**src/rtl/e203_exu_lpwbck_sched_pkg.sv**
```systemverilog
// Shared types and constants for the long-pipe writeback scheduler.
// Unit indices, the tracking-entry layout and the fixed flag value live here.
package e203_exu_lpwbck_sched_pkg;

    localparam logic [1:0] LP_UNIT_LSU  = 2'd0;
    localparam logic [1:0] LP_UNIT_MDV  = 2'd1;
    localparam logic [1:0] LP_UNIT_NICE = 2'd2;

    localparam logic [4:0] LP_FLAGS_NONE = 5'b0;

    typedef struct packed {
        logic [1:0] unit;
        logic [4:0] rdidx;
        logic       rdwen;
    } lp_entry_t;

endpackage

```
**src/rtl/e203_exu_lpwbck_fifo.sv**
```systemverilog
// In-order tracking FIFO of outstanding long-pipe instructions.
// Exposes the head entry and every entry with its valid bit so the parent can run dependency checks.
module e203_exu_lpwbck_fifo
    import e203_exu_lpwbck_sched_pkg::*;
#(
    parameter int DEPTH = 2
) (
    input  logic                  clk,
    input  logic                  rst_n,
    input  logic                  push,
    input  lp_entry_t             push_ent,
    input  logic                  pop,
    output logic                  full,
    output logic                  empty,
    output lp_entry_t             head,
    output logic                  head_valid,
    output lp_entry_t [DEPTH-1:0] ents,
    output logic      [DEPTH-1:0] ent_vld
);

    localparam int AW = $clog2(DEPTH);
    localparam logic [AW:0] PTR_ONE  = {{AW{1'b0}}, 1'b1};
    localparam logic [AW:0] FULL_XOR = {1'b1, {AW{1'b0}}};

    logic [AW:0] rptr;
    logic [AW:0] wptr;

    // Wrap bit (MSB) distinguishes full from empty when the index bits match.
    assign full       = (rptr ^ wptr) == FULL_XOR;
    assign empty      = rptr == wptr;
    assign head       = ents[rptr[AW-1:0]];
    assign head_valid = ent_vld[rptr[AW-1:0]];

    always_ff @(posedge clk or negedge rst_n) begin
        if (!rst_n) begin
            rptr    <= '0;
            wptr    <= '0;
            ent_vld <= '0;
            ents    <= '0;
        end else begin
            if (push) begin
                ents[wptr[AW-1:0]]    <= push_ent;
                ent_vld[wptr[AW-1:0]] <= 1'b1;
                wptr                  <= wptr + PTR_ONE;
            end
            if (pop) begin
                ent_vld[rptr[AW-1:0]] <= 1'b0;
                rptr                  <= rptr + PTR_ONE;
            end
        end
    end

endmodule

```
**src/rtl/e203_exu_lpwbck_sched.sv**
```systemverilog
// Long-pipe writeback scheduler: accepts completions only from the unit owning the FIFO head
// and routes them to the writeback arbiter or the exception path; also answers dependency queries.
module e203_exu_lpwbck_sched
    import e203_exu_lpwbck_sched_pkg::*;
#(
    parameter int DEPTH  = 2,
    parameter int N_UNIT = 3,
    parameter int XLEN   = 32
) (
    input  logic                   clk,
    input  logic                   rst_n,
    input  logic                   disp_valid,
    output logic                   disp_ready,
    input  logic [1:0]             disp_unit,
    input  logic [4:0]             disp_rdidx,
    input  logic                   disp_rdwen,
    input  logic [N_UNIT-1:0]      unit_wbck_valid,
    output logic [N_UNIT-1:0]      unit_wbck_ready,
    input  logic [N_UNIT*XLEN-1:0] unit_wbck_wdat,
    input  logic [N_UNIT-1:0]      unit_wbck_err,
    output logic                   longp_wbck_o_valid,
    input  logic                   longp_wbck_o_ready,
    output logic [XLEN-1:0]        longp_wbck_o_wdat,
    output logic [4:0]             longp_wbck_o_rdidx,
    output logic [4:0]             longp_wbck_o_flags,
    output logic                   longp_wbck_o_rdfpu,
    output logic                   longp_excp_o_valid,
    input  logic                   longp_excp_o_ready,
    output logic [1:0]             longp_excp_o_unit,
    input  logic [4:0]             chk_rs1idx,
    input  logic [4:0]             chk_rs2idx,
    input  logic [4:0]             chk_rdidx,
    output logic                   chk_dep,
    output logic                   oitf_empty
);

    logic                  full;
    logic                  empty;
    logic                  push;
    logic                  pop;
    lp_entry_t             head;
    logic                  head_valid;
    lp_entry_t [DEPTH-1:0] ents;
    logic      [DEPTH-1:0] ent_vld;
    lp_entry_t             push_ent;

    logic                  cv;
    logic                  ce;
    logic                  head_rdy;
    logic [XLEN-1:0]       head_wdat;

    // No pop bypass: a full FIFO stays closed even in a retiring cycle.
    assign disp_ready = !full;
    assign push       = disp_valid & !full;
    assign push_ent   = '{unit: disp_unit, rdidx: disp_rdidx, rdwen: disp_rdwen};
    assign oitf_empty = empty;

    e203_exu_lpwbck_fifo #(.DEPTH(DEPTH)) u_fifo (
        .clk        (clk),
        .rst_n      (rst_n),
        .push       (push),
        .push_ent   (push_ent),
        .pop        (pop),
        .full       (full),
        .empty      (empty),
        .head       (head),
        .head_valid (head_valid),
        .ents       (ents),
        .ent_vld    (ent_vld)
    );

    always_comb begin
        cv        = 1'b0;
        ce        = 1'b0;
        head_wdat = '0;
        for (int u = 0; u < N_UNIT; u++) begin
            if (head.unit == 2'(u)) begin
                cv        = unit_wbck_valid[u] & head_valid;
                ce        = unit_wbck_err[u];
                head_wdat = unit_wbck_wdat[u*XLEN +: XLEN];
            end
        end
    end

    // A completion with no rd write and no error retires silently.
    assign head_rdy = ce ? longp_excp_o_ready : (head.rdwen ? longp_wbck_o_ready : 1'b1);
    assign pop      = cv & head_rdy;

    always_comb begin
        unit_wbck_ready = '0;
        for (int u = 0; u < N_UNIT; u++) begin
            unit_wbck_ready[u] = head_valid & (head.unit == 2'(u)) & head_rdy;
        end
    end

    assign longp_wbck_o_valid = cv & !ce & head.rdwen;
    assign longp_wbck_o_wdat  = head_wdat;
    assign longp_wbck_o_rdidx = head.rdidx;
    assign longp_wbck_o_flags = LP_FLAGS_NONE;
    assign longp_wbck_o_rdfpu = 1'b0;
    assign longp_excp_o_valid = cv & ce;
    assign longp_excp_o_unit  = head.unit;

    // Register 0 still matches; filtering x0 is the dispatcher's job.
    always_comb begin
        chk_dep = 1'b0;
        for (int i = 0; i < DEPTH; i++) begin
            if (ent_vld[i] && ents[i].rdwen &&
                (ents[i].rdidx == chk_rs1idx || ents[i].rdidx == chk_rs2idx ||
                 ents[i].rdidx == chk_rdidx))
                chk_dep = 1'b1;
        end
    end

endmodule

```
**config.mk**
```make
export PLATFORM = sky130hd
export DESIGN_NAME = e203_exu_lpwbck_sched
export DESIGN_NICKNAME = d
export VERILOG_FILES = /design/src/rtl/e203_exu_lpwbck_sched_pkg.sv /design/src/rtl/e203_exu_lpwbck_fifo.sv /design/src/rtl/e203_exu_lpwbck_sched.sv
export SDC_FILE = /design/constraint.sdc
export NUM_CORES = 1
export LEC_CHECK = 0
export BUFFER_PORTS_ARGS = -buffer_cell sky130_fd_sc_hd__buf_2
export CAP_MARGIN = 20
export CORE_MARGIN = 3
export CORE_UTILIZATION = 39
export DETAILED_ROUTE_END_ITERATION = 10
export GPL_TIMING_DRIVEN = 0
export PLACE_DENSITY = 0.89
export SLEW_MARGIN = 15
export SYNTH_ARGS = -nofsm -noshare
export SYNTH_HDL_FRONTEND = slang
export SYNTH_SLANG_ARGS = --single-unit
```
**constraint.sdc**
```tcl
create_clock -name clk -period 2.3 [get_ports clk]
set_input_delay 0.115 -clock clk [delete_from_list [all_inputs] [get_ports clk]]
set_output_delay 0.115 -clock clk [all_outputs]
set_load 0.01 [all_outputs]
```
==> reports/summary.txt <==
Synth area leaders = dfrtp_1, mux2i_1, mux2_2
YS warnings = 0
Status = finished clean
Clock buffer depth = 2
Non-filler cells, final = 513
Vias = 2564
Power per cell area = 1460 nW/um^2
Fin Clk Skew = 0.00692 ns
H-tree depth = 1
Mean post-synth cell area = 8.66 um^2
Antenna Nets Post-Route = 0
Fin crit share = 96.5%
Post-Place Cells = 503
Via density = 5.00
Worst path bufs/invs = 2
Die area = 6530 um^2
Cell Rows = 26
Top-count cell post-synth = nand2_1
Post-synth EDFFs = 0
Final Max Slew Viols = 0
Worst path cell trace = buf_6, mux2_4, and3_4, or4_4, nand2_4, nor3b_1, buf_2
Final Hold Viols = 0
Worst skew pair latency = 0.26 ns
Post-Syn Area = 2180 um^2
1st-pass router iterations = 4
Share of the synthesized area in the top cell type = 25.2%
Cell variety after synth = 35
Tmin final = 2.22 ns
Ys flop type = dfrtp_1
Worst min-delay path category = input pin to flop
Area growth syn-to-layout = 52.7%
Clock buffer count from CTS = 3
CTS tree = yes
CP required = 2.18 ns
Delay-heaviest family, CP = simple AND/OR/NAND/NOR gates
Critical-path top delay cell = or4_4
Core Util, Final = 63.3%
Kind of critical path = flop to primary output
Core box area = 5270 um^2
Initial antenna violation count = 0
Post-layout nets = 574
Clock sinks = 22
Critical path launch point type = flop
Clk pin slew, worst setup/hold paths = 0.08 ns
Detailed-route wire length per cell = 15.2 um
Post-Layout Inst Area = 3330 um^2
Hpwl dp = 6570 um
Syn Inst Count = 252
Worst slew margin = 58.9%
Drc violations = 0
Number of global-route vias before repair = 2433
Largest net degree at the start of global routing = 23
Max Fanout on Critical Path = 6
IO Port Bufs = 176
Chip height = 80.8 um
First-pass GRT wire length = 11500 um
GRT Overall Usage = 22.1%
Max-cap violations = 0
Setup-failing EPs final = 0
Slew @ Worst Pin = 0.617 ns
Sequential fraction of the synthesis area = 25.2%
Dominant cell type by area after synthesis = dfrtp_1
Setup crit end kind = primary output
GP Congestion = 0.919
Seq cells post-synth = 22
Max Fclk = 450 MHz
Grt total ovfl = 0
IO Pins = 183
IR drop worst, VDD = 0.731 mV
Chip width = 80.8 um
Leakage = 0.00176 uW
Setup TNS = 0 ns
Initial Util = 41.4%
Commonest cells post-synth = nand2_1, mux2i_1, o21ai_0
Fraction of layout cells with a size suffix above 1 = 52.8%
Arrival time worst endpoint = 2.11 ns
Placed cell area = 3170 um^2
Root Driver = clkbuf_8
Synth async-reset ratio = 100%
Routed wire length = 7790 um
Crit-path max cell delay = 0.55 ns
Initial DRC count = 93
Antenna Cells = 0
stage by stage:
step | setup slack [ns] | hold slack, ns | power [uW]
floorplan | 0.384 | -0.181 | 3170
global placement | 0.200 | 0.0919 | 4270
detailed placement | 0.161 | 0.107 | 4370
CTS | 0.00942 | 0.0856 | 4780
global route | -0.0493 | 0.0901 | 5300
finish | 0.0799 | 0.0913 | 4880
cell families (layout without fill, tap and decap cells):
family,after synthesis,after routing,share of synthesized area [%]
flops,22,22,25.2
simple gates,65,65,14.3
xor+xnor,34,34,13.6
mux,59,59,28.5
buf+inv,24,210,5.79
other cells,1,6,0.172
compound gates,47,47,12.4
final cells by class:
| type | count | area [um^2] |
|---|---|---|
| buffer | 20 | 120 |
| clock buffer | 3 | 41.3 |
| clock inverter | 1 | 30.0 |
| fill | 473 | 1940 |
| inverter | 4 | 15.0 |
| multi-input combinational | 211 | 1560 |
| sequential | 22 | 551 |
| tap | 70 | 87.6 |
| timing repair buffer | 182 | 928 |
flip-flops by register name (all words and copies together) (netlist names):
register	count
u_fifo.ents	16
u_fifo.wptr	2
u_fifo.ent_vld	2
u_fifo.rptr	2
final timing paths:
| check | startpoint | end | slack (ns) | cells after the start |
|---|---|---|---|---|
| max | u_fifo.rptr[0]$_DFFE_PN0P_ | unit_wbck_ready[1] | 0.08 | 7 |
| max in group asynchronous | rst_n | u_fifo.ents[2]$_DFFE_PN0P_ | 1.63 | 2 |
| min in group asynchronous | rst_n | u_fifo.ents[9]$_DFFE_PN0P_ | 0.33 | 2 |
| min reg2reg | u_fifo.rptr[1]$_DFFE_PN0P_ | u_fifo.rptr[1]$_DFFE_PN0P_ | 0.50 | 1 |
| max reg2reg | u_fifo.rptr[0]$_DFFE_PN0P_ | u_fifo.rptr[0]$_DFFE_PN0P_ | 0.17 | 7 |
| min | disp_rdidx[0] | u_fifo.ents[9]$_DFFE_PN0P_ | 0.09 | 2 |
power breakdown:
part / internal, uW / switching, uW / total (uW)
Clock: 232 / 122 / 355
Combinational: 1740 / 1930 / 3670
Sequential: 589 / 265 / 853
timing repair:
action / in CTS / in global routing
setup buffers: 2 / 3
hold endpoints to repair: 22 / 0
pin swaps: 0 / 4
setup endpoints to repair: 31 / 28
gates resized for setup: 2 / 17
hold buffers: 1 / 0
cell usage in the layout, fill, tap and decap left out, drive strengths merged, types with 2 or more instances in the layout:
cell    netlist  routed
a21oi         3       3
a31oi         2       2
buf          12     194
clkbuf        8      10
conb          1       6
dfrtp        22      22
inv           4       4
mux2         22      22
mux2i        37      37
nand2        39      39
nand3         8       8
nor3          6       6
nor3b         2       2
nor4          3       3
o21a          2       2
o21ai        33      33
o311ai        2       2
xnor2        20      20
xor2         14      14
metal layers:
| metal | up-vias | wire length [um] | global-route usage, % |
|---|---|---|---|
| met5 | - | 0 | 0 |
| met4 | 0 | 147 | 5.74 |
| met3 | 15 | 685 | 4.43 |
| met2 | 118 | 3950 | 41.1 |
| met1 | 1168 | 3010 | 25.7 |
| li1 | 1263 | - | - |
worst reg2reg max path: cells and delay by family (launching register included):
kind	cells	cell delay [ns]
buffers and inverters	2	0.30
DFF	1	0.39
and+or+nand+nor	3	0.88
muxes	1	0.30
AOI/OAI and AO/OA	1	0.16
(Power assumes the default switching activity.)
